**src/rtl/move_ctrl_if.sv**
```systemverilog
// Request/board/status bundle for the turn and move controller.
// master drives requests and board state; slave is move_ctrl itself.
interface move_ctrl_if #(
    parameter int COORD_W = 3,
    parameter int CNT_W   = 6
);
    // player side
    logic               place;
    logic               new_game;
    logic [COORD_W-1:0] req_x;
    logic [COORD_W-1:0] req_y;
    // board side
    logic [1:0]         state;
    logic               go;
    logic [COORD_W-1:0] x;
    logic [COORD_W-1:0] y;
    logic               color;
    logic               board_clr_n;
    // status
    logic               illegal;
    logic               game_over;
    logic [1:0]         winner;
    logic [CNT_W-1:0]   move_count;

    modport master (
        output place, new_game, req_x, req_y, state,
        input  go, x, y, color, board_clr_n,
        input  illegal, game_over, winner, move_count
    );

    modport slave (
        input  place, new_game, req_x, req_y, state,
        output go, x, y, color, board_clr_n,
        output illegal, game_over, winner, move_count
    );
endinterface

```
**src/rtl/move_ctrl.sv**
```systemverilog
// Turn/move controller upstream of the board: validates moves, alternates
// sides, issues board loads, clears the board, and judges win or draw.
// Ports: clk, resetn (async active-low), bus (move_ctrl_if.slave):
//   place/new_game/req_x/req_y/state in; go/x/y/color/board_clr_n,
//   illegal/game_over/winner/move_count out (all registered).
module move_ctrl #(
    parameter int BOARD_N = 7,
    parameter int COORD_W = 3,
    parameter int CNT_W   = 6
) (
    input  logic        clk,
    input  logic        resetn,
    move_ctrl_if.slave  bus
);

    localparam int CELLS = BOARD_N * BOARD_N;
    localparam logic [CNT_W-1:0]   FULL = CNT_W'(CELLS);
    localparam logic [COORD_W:0]   LIM  = (COORD_W + 1)'(BOARD_N);
    localparam logic [CNT_W-1:0]   SIDE = CNT_W'(BOARD_N);

    localparam logic [1:0] WIN_NONE  = 2'd0;
    localparam logic [1:0] WIN_BLACK = 2'd1;
    localparam logic [1:0] WIN_WHITE = 2'd2;
    localparam logic [1:0] WIN_DRAW  = 2'd3;

    typedef enum logic [2:0] {
        S_CLEAR,
        S_IDLE,
        S_CHECK,
        S_COMMIT,
        S_EVAL,
        S_OVER
    } state_e;

    state_e             state_q, state_d;
    logic [COORD_W-1:0] x_q, x_d;
    logic [COORD_W-1:0] y_q, y_d;
    logic               color_q, color_d;
    logic               go_q, go_d;
    logic               clr_n_q, clr_n_d;
    logic               illegal_q, illegal_d;
    logic               over_q, over_d;
    logic [1:0]         winner_q, winner_d;
    logic [CNT_W-1:0]   cnt_q, cnt_d;
    logic [CELLS-1:0]   occ_q, occ_d;

    logic [CNT_W-1:0]   cell_idx;
    logic               out_of_range;
    logic               bad_req;

    // Row-major cell index; only meaningful when the coordinate is in range.
    assign cell_idx = CNT_W'(x_q) * SIDE + CNT_W'(y_q);

    assign out_of_range = ({1'b0, x_q} >= LIM) || ({1'b0, y_q} >= LIM);

    // Range is checked first so an out-of-range index never matters.
    assign bad_req = out_of_range || occ_q[cell_idx];

    always_comb begin
        state_d   = state_q;
        x_d       = x_q;
        y_d       = y_q;
        color_d   = color_q;
        occ_d     = occ_q;
        cnt_d     = cnt_q;
        winner_d  = winner_q;
        over_d    = over_q;
        illegal_d = 1'b0;

        if (bus.new_game) begin
            // Restart wins over everything, including an in-flight move.
            state_d = S_CLEAR;
        end else begin
            unique case (state_q)
                S_CLEAR: begin
                    occ_d    = '0;
                    cnt_d    = '0;
                    color_d  = 1'b0;
                    winner_d = WIN_NONE;
                    over_d   = 1'b0;
                    state_d  = S_IDLE;
                end
                S_IDLE: begin
                    if (bus.place) begin
                        x_d     = bus.req_x;
                        y_d     = bus.req_y;
                        state_d = S_CHECK;
                    end
                end
                S_CHECK: begin
                    if (bad_req) begin
                        illegal_d = 1'b1;
                        state_d   = S_IDLE;
                    end else begin
                        state_d = S_COMMIT;
                    end
                end
                S_COMMIT: begin
                    occ_d[cell_idx] = 1'b1;
                    if (cnt_q != FULL) begin
                        cnt_d = cnt_q + 1'b1;
                    end
                    state_d = S_EVAL;
                end
                S_EVAL: begin
                    // Board has absorbed the load; its win state is valid.
                    if (bus.state == WIN_BLACK || bus.state == WIN_WHITE) begin
                        winner_d = bus.state;
                        over_d   = 1'b1;
                        state_d  = S_OVER;
                    end else if (cnt_q == FULL) begin
                        winner_d = WIN_DRAW;
                        over_d   = 1'b1;
                        state_d  = S_OVER;
                    end else begin
                        color_d = ~color_q;
                        state_d = S_IDLE;
                    end
                end
                S_OVER: begin
                    state_d = S_OVER;
                end
                default: begin
                    state_d = S_CLEAR;
                end
            endcase
        end

        // Strobes are registered from the next state so they are flop
        // outputs aligned exactly with the state they belong to.
        go_d    = (state_d == S_COMMIT);
        clr_n_d = (state_d != S_CLEAR);
    end

    always_ff @(posedge clk or negedge resetn) begin
        if (!resetn) begin
            state_q   <= S_CLEAR;
            x_q       <= '0;
            y_q       <= '0;
            color_q   <= 1'b0;
            go_q      <= 1'b0;
            clr_n_q   <= 1'b0;
            illegal_q <= 1'b0;
            over_q    <= 1'b0;
            winner_q  <= WIN_NONE;
            cnt_q     <= '0;
            occ_q     <= '0;
        end else begin
            state_q   <= state_d;
            x_q       <= x_d;
            y_q       <= y_d;
            color_q   <= color_d;
            go_q      <= go_d;
            clr_n_q   <= clr_n_d;
            illegal_q <= illegal_d;
            over_q    <= over_d;
            winner_q  <= winner_d;
            cnt_q     <= cnt_d;
            occ_q     <= occ_d;
        end
    end

    assign bus.go          = go_q;
    assign bus.x           = x_q;
    assign bus.y           = y_q;
    assign bus.color       = color_q;
    assign bus.board_clr_n = clr_n_q;
    assign bus.illegal     = illegal_q;
    assign bus.game_over   = over_q;
    assign bus.winner      = winner_q;
    assign bus.move_count  = cnt_q;

endmodule

```
**src/flat_wrapper.sv**
```systemverilog
// flat-port wrapper written by rule: the top's interface ports become plain ports
module move_ctrl_flat 
#(
    parameter int BOARD_N = 7,
    parameter int COORD_W = 3,
    parameter int CNT_W   = 6
)
  (clk, resetn, bus_place, bus_new_game, bus_req_x, bus_req_y, bus_state, bus_go, bus_x, bus_y, bus_color, bus_board_clr_n, bus_illegal, bus_game_over, bus_winner, bus_move_count);
  move_ctrl_if #(.COORD_W(COORD_W), .CNT_W(CNT_W)) bus_i ();
  input  logic clk;
  input  logic resetn;
  input wire logic [$bits(bus_i.place)-1:0] bus_place;
  input wire logic [$bits(bus_i.new_game)-1:0] bus_new_game;
  input wire logic [$bits(bus_i.req_x)-1:0] bus_req_x;
  input wire logic [$bits(bus_i.req_y)-1:0] bus_req_y;
  input wire logic [$bits(bus_i.state)-1:0] bus_state;
  output wire logic [$bits(bus_i.go)-1:0] bus_go;
  output wire logic [$bits(bus_i.x)-1:0] bus_x;
  output wire logic [$bits(bus_i.y)-1:0] bus_y;
  output wire logic [$bits(bus_i.color)-1:0] bus_color;
  output wire logic [$bits(bus_i.board_clr_n)-1:0] bus_board_clr_n;
  output wire logic [$bits(bus_i.illegal)-1:0] bus_illegal;
  output wire logic [$bits(bus_i.game_over)-1:0] bus_game_over;
  output wire logic [$bits(bus_i.winner)-1:0] bus_winner;
  output wire logic [$bits(bus_i.move_count)-1:0] bus_move_count;
  assign bus_i.place = bus_place;
  assign bus_i.new_game = bus_new_game;
  assign bus_i.req_x = bus_req_x;
  assign bus_i.req_y = bus_req_y;
  assign bus_i.state = bus_state;
  assign bus_go = bus_i.go;
  assign bus_x = bus_i.x;
  assign bus_y = bus_i.y;
  assign bus_color = bus_i.color;
  assign bus_board_clr_n = bus_i.board_clr_n;
  assign bus_illegal = bus_i.illegal;
  assign bus_game_over = bus_i.game_over;
  assign bus_winner = bus_i.winner;
  assign bus_move_count = bus_i.move_count;
  move_ctrl #(.BOARD_N(BOARD_N), .COORD_W(COORD_W), .CNT_W(CNT_W)) u_core (.clk(clk), .resetn(resetn), .bus(bus_i));
endmodule
```
**config.mk**
```make
export PLATFORM = sky130hd
export DESIGN_NAME = move_ctrl_flat
export DESIGN_NICKNAME = d
export VERILOG_FILES = /design/src/rtl/move_ctrl_if.sv /design/src/rtl/move_ctrl.sv /design/src/flat_wrapper.sv
export SDC_FILE = /design/constraint.sdc
export NUM_CORES = 1
export LEC_CHECK = 0
export CAP_MARGIN = 15
export CORE_UTILIZATION = 53
export DETAILED_ROUTE_END_ITERATION = 6
export PLACE_DENSITY = 0.74
export SYNTH_ARGS = -nofsm -noshare
export SYNTH_HDL_FRONTEND = slang
export SYNTH_SLANG_ARGS = --single-unit
```
**constraint.sdc**
```tcl
create_clock -name clk -period 5.38 [get_ports clk]
set_clock_uncertainty 0.2 [all_clocks]
set_input_delay 1.076 -clock clk [delete_from_list [all_inputs] [get_ports clk]]
set_output_delay 1.076 -clock clk [all_outputs]
set_load 0.03 [all_outputs]
```
==> flow_summary.yaml <==
outcome:
  status: "finished clean"
worst_setup_path:
  critPathLaunchType: "flip-flop"
  cp.required_ns: 5.41
  crit_path_max_fanout: 23
  timing.rr.end: "u_core.bus.illegal$_DFF_PN0_"
  max_stage_delay_ns: 1.23
  crit_path_end_kind: "flip-flop"
  path_class: "flip-flop to flip-flop"
  cp_slowest_cell: "fa_1"
  path_depth: 9
  rr_startpoint: "u_core.bus.x[0]$_DFFE_PN0P_"
  r2r_slack_ns: 0.61
  cp_common_cell: "fa_1"
  path_cells: "fa_1 -> fa_1 -> fa_1 -> inv_1 -> a41o_1 -> a2111oi_2 -> a311oi_1 -> or4_4 -> nor2b_4"
  r2r_cells: 9
  crit_buf_inv: 1
  cp.arrival_ns: 4.81
  cp_top_family: "adder cells"
die:
  coreArea_sq_mm: 0.00676
  pin_count: 31
  die_h_microns: 85.6
  start_util_pct: 54.8
  row_count: 30
  dieArea_sq_mm: 0.00733
  dieWidth_microns: 85.6
cts:
  cts_sinks: 71
  post_cts_buffers: 0
  cts_hold_buffers: 0
  cts_buffer_depth: 2
  cts_max_level: 3
  cts_tree: "done"
  cts-buffers-inserted: 9
  insertion_delay_ns: 0.35
  clk_pin_slew_ns: 0.08
  cts_resized: 0
  cts.root.buffer_cell: "clkbuf_8"
final_layout:
  nNetsFinal: 431
  antennaDiodeCount: 0
  fillers: 579
  drive_gt1_share_pct: 10.1
  area_delta_synth_final_pct: 15.0
synth:
  synthArstFlopShare_pct: 100
  yosys_warnings: 0
  syn-mean-instance-area_sq_um: 9.99
  yosysSeqAreaShare_pct: 48.0
  synth_cells: 371
  yosys.area.top_type: "dfrtp_1"
  synth_top_area_share_pct: 48.0
  yosysUniqueCellTypes: 49
  synthTopCellsByCount: "nor2_1 (73), dfrtp_1 (71), a21oi_1 (58)"
  ys_ff_latch: 71
  yosys.cell_count.top_type: "nor2_1"
  ys_top_cells_by_area: "dfrtp_1 (48%), a21oi_1 (7.8%), nor2_1 (7.4%), ha_1 (5.1%), mux2i_1 (2.7%)"
  synthesis.nets: 402
  syn_area_sq_mm: 0.00370
  synth_edf_count: 0
  synth_top_flop_cell: "dfrtp_1"
placed_design:
  io_buffers: 30
  hpwl_microns: 5480
  gp_congestion: 0.823
drt:
  drc_errors: 0
  ant_nets: 0
  viasPerCell: 5.89
  drt_iter0_markers: 289
  wirelength_microns: 8250
  routedWlPerCell_microns: 17.0
  drt_first_pass_iters: 5
  dr_total_vias: 2856
sta:
  min_period_over_period_pct: 88.7
  setup_violations: 0
  max_slew_margin_pct: 22.7
  finalSetupTns_ns: 0
  tightest_slew_ns: 1.15
  fmax_mhz: 210
  min_period_ns: 4.77
  rsz0062_at_grt: "false"
  slew_viol_final: 0
  final-hold-violation-count: 0
grt:
  antenna_found_initial: 0
  grt_start_max_net_pins: 54
  first_global_vias: 2775
  gr-total-overflow: 0
  grt_first_pass_wirelength_microns: 14000
  track_usage_pct: 24.9
worst_hold_path:
  hold_path_depth: 2
  holdPathEnd: "u_core.occ_q[40]$_DFFE_PN0P_"
  hold_class: "flip-flop to flip-flop"
  hold_start: "u_core.occ_q[40]$_DFFE_PN0P_"
job:
  cap_violations: 0
## placed cells by master (no fill, tap or decap), types with 3 or more instances in the layout
| cell | synthesis | final |
|---|---|---|
| o21ai_0 | 6 | 6 |
| mux2i_1 | 10 | 10 |
| xor2_1 | 5 | 5 |
| ha_1 | 15 | 15 |
| a21oi_1 | 58 | 58 |
| inv_1 | 15 | 15 |
| mux4_2 | 4 | 4 |
| o22ai_1 | 4 | 4 |
| clkbuf_8 | 5 | 11 |
| and3_1 | 5 | 5 |
| a22o_1 | 4 | 4 |
| fa_1 | 4 | 4 |
| mux2_2 | 8 | 8 |
| clkdlybuf4s50_1 | 0 | 29 |
| nor2_1 | 73 | 72 |
| nand3b_1 | 4 | 4 |
| nand3_1 | 6 | 6 |
| nor3_1 | 11 | 11 |
| nor4_1 | 3 | 3 |
| nand2b_1 | 4 | 4 |
| nand2_1 | 14 | 14 |
| dfrtp_1 | 71 | 71 |
## registers in the layout (all words and copies together), names as in the netlist
signal,cells
u_core.bus.board_clr_n,1
u_core.bus.game_over,1
u_core.state_q,3
u_core.bus.illegal,1
u_core.bus.move_count,6
u_core.bus.winner,2
u_core.bus.x,3
u_core.bus.go,1
u_core.bus.color,1
u_core.occ_q,49
u_core.bus.y,3
## final cells by class
type	count	area, sq um	area share (%)
tap	80	100	2.35
multi-input combinational	269	1770	41.5
clock inverter	5	56.3	1.32
timing repair buffer	34	350	8.23
inverter	15	56.3	1.32
clock buffer	11	151	3.55
sequential	71	1780	41.7
## per-layer routing
| layer | part of all wire, % | wire length [microns] | global-route usage [%] | up-vias |
|---|---|---|---|---|
| li1 | - | - | - | 1361 |
| met1 | 46 | 3780 | 35.3 | 1395 |
| met2 | 46 | 3810 | 37.8 | 91 |
| met3 | 6.9 | 571 | 6.93 | 9 |
| met4 | 0.97 | 80 | 7.27 | 0 |
| met5 | 0 | 0 | 0 | - |
## metrics by stage
stage / cells / hold slack [ns] / util (%) / worst slack, ns / cell area, sq um
finish: 485 / 0.297 / 63.0 / 0.607 / 4260
global route: 485 / 0.315 / 63.0 / 0.411 / 4260
CTS: 483 / 0.302 / 62.4 / 0.616 / 4220
detailed placement: 467 / 0.282 / 59.4 / 0.668 / 4010
global placement: 467 / 0.275 / 59.4 / 0.734 / 4010
floorplan: 371 / 0.257 / - / 1.14 / 3700
## cell families after synthesis
family,synth area share (%)
and+or+nand+nor,16.4
AOI/OAI and AO/OA,14.7
xor gates and xnor gates,1.62
adders and majority gates,7.23
DFF,48.0
buffers and inverters,4.53
muxes,7.57
## worst register-to-register path, delay by kind of cell, from the launching register on
kind | cells | cell delay [ns]
buffers and inverters | 1 | 0.26
adder cells (fa/ha/maj) | 3 | 2.30
flip-flops | 1 | 0.47
AND/OR/NAND/NOR | 2 | 0.70
AO/OA/AOI/OAI | 3 | 0.73
## worst max-delay path by stage
stage,startpoint,endpoint,slack [ns]
6_report,u_core.bus.x[0]$_DFFE_PN0P_,u_core.bus.illegal$_DFF_PN0_,0.61
2_1_floorplan,u_core.bus.x[1]$_DFFE_PN0P_,u_core.bus.illegal$_DFF_PN0_,1.14
4_1_cts,u_core.bus.x[0]$_DFFE_PN0P_,u_core.bus.illegal$_DFF_PN0_,0.62
3_5_place_dp,u_core.bus.x[0]$_DFFE_PN0P_,u_core.bus.illegal$_DFF_PN0_,0.67
5_1_grt,u_core.bus.x[1]$_DFFE_PN0P_,u_core.bus.illegal$_DFF_PN0_,0.41
3_3_place_gp,u_core.bus.x[0]$_DFFE_PN0P_,u_core.bus.illegal$_DFF_PN0_,0.73
Power is left out: the tool's default activity adds up to more than one toggle a clock period on the data nets, which glitch-free logic cannot reach.
